===== src/rtl/lfsr_pkg.sv =====
// Shared types and defaults for the LFSR pattern checker and generator.
// Optional build macro: HD_STATS_EN (bit-error statistics).
package lfsr_pkg;

    typedef enum logic [1:0] {
        HUNT   = 2'd0,
        VERIFY = 2'd1,
        LOCKED = 2'd2
    } state_e;

    typedef logic [6:0] tap_t;
    typedef logic [0:7] pat_t;

    localparam int DEF_LOCK_CNT = 4;
    localparam int DEF_LOSS_CNT = 3;
    localparam int DEF_CNT_W    = 16;

`ifdef HD_STATS_EN
    function automatic logic [3:0] popcnt8(input pat_t v);
        logic [3:0] n;
        n = '0;
        for (int i = 0; i < 8; i++) begin
            n = n + {3'b000, v[i]};
        end
        return n;
    endfunction
`endif

endpackage


===== src/rtl/lfsr_next_fn.sv =====
// Combinational next-pattern function, shared by checker and generator.
// Bit 0 is the leftmost bit; bit 7 is the feedback bit.
module lfsr_next_fn
    import lfsr_pkg::*;
(
    input  logic [6:0] i_tap,
    input  logic [0:7] i_q,
    output logic [0:7] o_p
);

    assign o_p[0] = i_q[7];

    for (genvar k = 1; k < 8; k++) begin : g_bit
        assign o_p[k] = i_q[k-1] ^ (i_tap[7-k] & i_q[7]);
    end

endmodule


===== config.mk =====
export PLATFORM = sky130hd
export DESIGN_NAME = lfsr_next_fn
export DESIGN_NICKNAME = d
export VERILOG_FILES = /design/src/rtl/lfsr_pkg.sv /design/src/rtl/lfsr_next_fn.sv
export SDC_FILE = /design/constraint.sdc
export NUM_CORES = 1
export LEC_CHECK = 0
export ABC_AREA = 1
export CORE_AREA = 2 2 39 41
export DETAILED_ROUTE_END_ITERATION = 6
export DIE_AREA = 0 0 41 43
export PLACE_DENSITY = 0.54
export SYNTH_ARGS = -nofsm -noshare
export SYNTH_HDL_FRONTEND = slang
export SYNTH_SLANG_ARGS = --single-unit

===== constraint.sdc =====
create_clock -name vclk -period 0.8
set_input_delay 0.12 -clock vclk [all_inputs]
set_output_delay 0.12 -clock vclk [all_outputs]
set_load 0.05 [all_outputs]

==> flow_summary.json, run 1 <==
{
  "postRouteAntennaNets": 0,
  "max_slew.worst_pin.slew_ps": 113,
  "hp-class": "input pin to primary output",
  "num_rows": 14,
  "areaGrowthSynthToFinish_pct": 275,
  "rsz0062_at_grt": "true",
  "gp_congestion": 0.501,
  "synth_top_cell_by_area": "nand2_1",
  "worst_setup_path_start_kind": "input pin",
  "crit_fanout": 8,
  "clkbuf_count": 0,
  "final_max_slew_viol_count": 0,
  "critical_path_required_ps": 680,
  "synth_area_leaders": "nand2_1, nand3_1, inv_1",
  "antenna_found_initial": 0,
  "nFillCells": 144,
  "synth_common_cells": "nand2_1, inv_1, nand3_1, buf_4, buf_6",
  "setup_viol": 4,
  "synth_cells": 37,
  "whs_ps": 587,
  "io_pins": 23,
  "period_share_pct": 101,
  "crit_path_end_kind": "primary output",
  "p_total_mw": 0.456,
  "syn_area_per_cell_um2": 4.29,
  "multi_input_area_um2": 211,
  "die_height_um": 43,
  "vias": 299,
  "synth_nets": 52,
  "dieArea_um2": 1760,
  "grt_max_degree": 9,
  "drive_above_1_share_pct": 73.3,
  "vdd_drop_max_mv": 0.362,
  "synth_mux_area_share_pct": 0,
  "fp.dieW_um": 41,
  "placed_cells": 75,
  "cp.arrival_ps": 690,
  "netlist_area_um2": 159,
  "post_cts_buffers": 0,
  "finalNetCount": 77,
  "status": "finished, violations left",
  "first_pass_iters": 1,
  "synth_cell_types": 5,
  "yosysWarnings": 0,
  "grt.total_usage_pct": 7.59,
  "setup_ws_ps": -9.04,
  "power.density_nw_per_um2": 766,
  "synth-compound-area-share_pct": 0,
  "first_global_vias": 267,
  "synth_most_common_cell": "nand2_1",
  "total_leakage_power_nw": 0.299,
  "core_um2": 1380,
  "grt_pass1_wl_um": 1000,
  "dp_slack_ps": -462,
  "drt-initial-drc-count": 0,
  "cap_violations": 0,
  "cts_hold_buf": 0,
  "yosys.area_share.simple_pct": 71.7,
  "overflow": 0,
  "violations": "setup timing",
  "period_needed_ps": 809,
  "setup_tns_ps": -18.2,
  "synth_top_family_by_area": "simple AND/OR/NAND/NOR gates",
  "hpwl_um": 453,
  "yosysTopAreaCellShare_pct": 49.6,
  "seq_cell_count": 0,
  "regArea_um2": 0,
  "synthXorXnorAreaFrac_pct": 0,
  "portBuffers": 23,
  "hold_viol": 0,
  "instances_no_fill": 76,
  "drc_errors": 0,
  "wl_um": 649,
  "start_util_pct": 11.5,
  "yosys.area_share.adder_pct": 0,
  "wire_per_inst_um": 8.54,
  "critPathKind": "input pin to primary output",
  "antenna_cells": 0,
  "clock.fmax_mhz": 1240,
  "synth_seq_area_share_pct": 0,
  "relSlewSlack_pct": 92.4,
  "routed_via_density": 3.93
}
==> metrics by stage <==
step / utilization [%] / cell area (µm²)
final: 43.0 / 596
after global routing: 43.0 / 596
after CTS: 41.9 / 579
after detailed placement: 35.4 / 490
after global placement: 35.4 / 490
after floorplan: - / 159
==> worst max-delay path, stage by stage <==
cell and delay, ps:
buf_8 110, buf_12 140, nand2_2 50, nand2_2 50, nand2_2 80, buf_12 130
==> path summary, 6_finish.rpt <==
| check | endpoint | startpoint | depth (start not counted) |
|---|---|---|---|
| worst min-delay path | o_p[0] | i_q[7] | 3 |
| worst max-delay path | o_p[1] | i_q[7] | 6 |
==> power by group <==
| group | internal (mW) | switching, mW | total, mW |
|---|---|---|---|
| combinational | 0.224 | 0.232 | 0.456 |
| clock | 0 | 0 | 0 |
| sequential | 0 | 0 | 0 |
==> cells in the final DEF, fill, tap and decap left out <==
| cell | synthesis | final |
|---|---|---|
| inv_1 | 7 | 5 |
| nand2_4 | 0 | 3 |
| nand3_2 | 0 | 7 |
| buf_8 | 0 | 1 |
| inv_2 | 0 | 2 |
| clkbuf_2 | 0 | 5 |
| buf_12 | 0 | 9 |
| nand2_1 | 21 | 2 |
| nand2_2 | 0 | 16 |
| buf_16 | 0 | 1 |
| clkdlybuf4s15_1 | 0 | 9 |
==> cell families after synthesis <==
logic type / after synthesis
simple gates: 28
buf+inv: 9
==> cell type report <==
type                       count  share of cell area (%)
timing repair buffer          25                    56.7
multi-input combinational     28                    35.5
inverter                       7                    4.41
tap                           16                    3.36
==> metal layers <==
| metal | vias up | wire (µm) | part of all wire, % | track usage [%] |
|---|---|---|---|---|
| li1 | 156 | - | - | - |
| met3 | 0 | 44 | 6.8 | 0 |
| met2 | 9 | 390 | 60 | 15.0 |
| met5 | - | 0 | 0 | 0 |
| met1 | 134 | 214 | 33 | 8.86 |
| met4 | 0 | 0 | 0 | 0 |
==> what timing repair did <==
item | CTS | global route
gates resized for setup | 52 | 20
endpoints found under the setup margin | 8 | 7
pin swaps | 10 | 8
cloned | 1 | 0
(Power assumes the default switching activity.)
==> inputs of run 2 (changes only) <==
--- a/config.mk
+++ b/config.mk
@@ -6,9 +6,10 @@
 export NUM_CORES = 1
 export LEC_CHECK = 0
 export ABC_AREA = 1
-export CORE_AREA = 2 2 39 41
+export CORE_AREA = 5 5 42 44
 export DETAILED_ROUTE_END_ITERATION = 6
-export DIE_AREA = 0 0 41 43
+export DIE_AREA = 0 0 47 49
+export MAX_ROUTING_LAYER = met4
 export PLACE_DENSITY = 0.54
 export SYNTH_ARGS = -nofsm -noshare
 export SYNTH_HDL_FRONTEND = slang
==> run 2 against run 1 <==
The run still ends with setup timing left. Non-clock buffer count rose by 1. Combinational power is essentially flat. Critical path depth stayed put. Global-route usage fell by 1.2 points. Via count is 4.3% higher. Fmax grew 0.76%.
==> flow_summary.json, run 2 (synthesis results as in run 1) <==
{
  "status": "finished, violations left",
  "violations": "setup timing",
  "regArea_um2": 0,
  "final_max_slew_viol_count": 0,
  "clock.fmax_mhz": 1250,
  "crit_fanout": 8,
  "critPathKind": "input pin to primary output",
  "hold_start": "i_q[2]",
  "period_needed_ps": 803,
  "antenna_cells": 0,
  "crit_path_end_kind": "primary output",
  "hold_viol": 0,
  "cp-startpoint": "i_q[7]",
  "die_height_um": 49,
  "drt-initial-drc-count": 0,
  "fp.dieW_um": 47,
  "overflow": 0,
  "routed_via_density": 4.05,
  "rsz0062_at_grt": "true",
  "p_total_mw": 0.456,
  "areaGrowthSynthToFinish_pct": 273,
  "setup_ws_ps": -2.97,
  "num_rows": 14,
  "worst_setup_path_start_kind": "input pin",
  "max_slew.worst_pin.slew_ps": 123,
  "vias": 312,
  "finalNetCount": 78,
  "grt_max_degree": 9,
  "grt_pass1_wl_um": 1150,
  "wire_per_inst_um": 9.68,
  "setup_viol": 1,
  "gp_congestion": 0.561,
  "hpwl_um": 529,
  "drive_above_1_share_pct": 73.8,
  "final_common_cell": "nand2_2",
  "hp-class": "input pin to primary output",
  "core_um2": 1400,
  "period_share_pct": 100,
  "cap_violations": 0,
  "wl_um": 745,
  "antenna_found_initial": 0,
  "power.density_nw_per_um2": 769,
  "vdd_drop_max_mv": 0.350,
  "dp_slack_ps": -456,
  "first_pass_iters": 1,
  "postRouteAntennaNets": 0,
  "first_global_vias": 306,
  "seq_cell_count": 0,
  "critical_path_required_ps": 680,
  "total_leakage_power_nw": 0.300,
  "multi_input_area_um2": 206,
  "portBuffers": 23,
  "clkbuf_count": 0,
  "relSlewSlack_pct": 91.8,
  "dieArea_um2": 2300,
  "cts_hold_buf": 0,
  "final_cell_mix": "nand2_2, buf_12, clkdlybuf4s15_1",
  "io_pins": 23,
  "start_util_pct": 11.3,
  "cp.arrival_ps": 680,
  "grt.total_usage_pct": 6.40,
  "drc_errors": 0,
  "nFillCells": 155
}
run 2: worst max-delay path, cell delays in order:
cell and delay, ps:
buf_8 110, buf_12 140, nand2_2 50, nand2_2 50, nand2_2 80, buf_12 130
run 2: final timing paths:
kind,slack (ps),endpoint,cells after the start
setup / recovery,-3,o_p[4],6
hold / removal,600,o_p[3],4
run 2: area by class of cell:
cell class         count  share of cell area (%)
inverters              7                    4.43
multi-input cells     28                    34.8
well taps             16                    3.38
repair buffers        26                    57.4
run 2: timing repair:
action,in CTS,in global routing
pin swaps,10,8
setup buffers,1,0
gates resized for setup,52,19
gates cloned,1,0
endpoints found under the setup margin,8,7
run 2: metrics by stage:
step	instance area, µm²	TNS (ps)	utilization [%]	cells	hold WS, ps
floorplan	159	0	-	37	407
global placement	490	-3240	35.0	75	958
detailed placement	490	-3310	35.0	75	961
CTS	587	-11.4	41.9	77	684
global route	593	-193	42.3	77	628
finish	593	-2.97	42.3	77	599
run 2: where the power goes:
group          total, mW  switching (mW)  internal, mW
combinational      0.456           0.231         0.225
sequential             0               0             0
clock                  0               0             0
run 2: layer usage:
layer / global-route usage [%] / vias up / wire, µm
met5: - / - / 0
met4: 0 / 0 / 0
met3: 0 / 0 / 53
met2: 14.0 / 8 / 482
met1: 5.87 / 145 / 209
li1: - / 159 / -
==> inputs of run 3 (changes only) <==
--- a/config.mk
+++ b/config.mk
@@ -9,8 +9,10 @@
 export CORE_AREA = 5 5 42 44
 export DETAILED_ROUTE_END_ITERATION = 6
 export DIE_AREA = 0 0 47 49
+export GPL_ROUTABILITY_DRIVEN = 0
 export MAX_ROUTING_LAYER = met4
 export PLACE_DENSITY = 0.54
+export SLEW_MARGIN = 30
 export SYNTH_ARGS = -nofsm -noshare
 export SYNTH_HDL_FRONTEND = slang
 export SYNTH_SLANG_ARGS = --single-unit
==> results of run 3 <==
Final layout, timing and power as in run 2 (identical DEF).
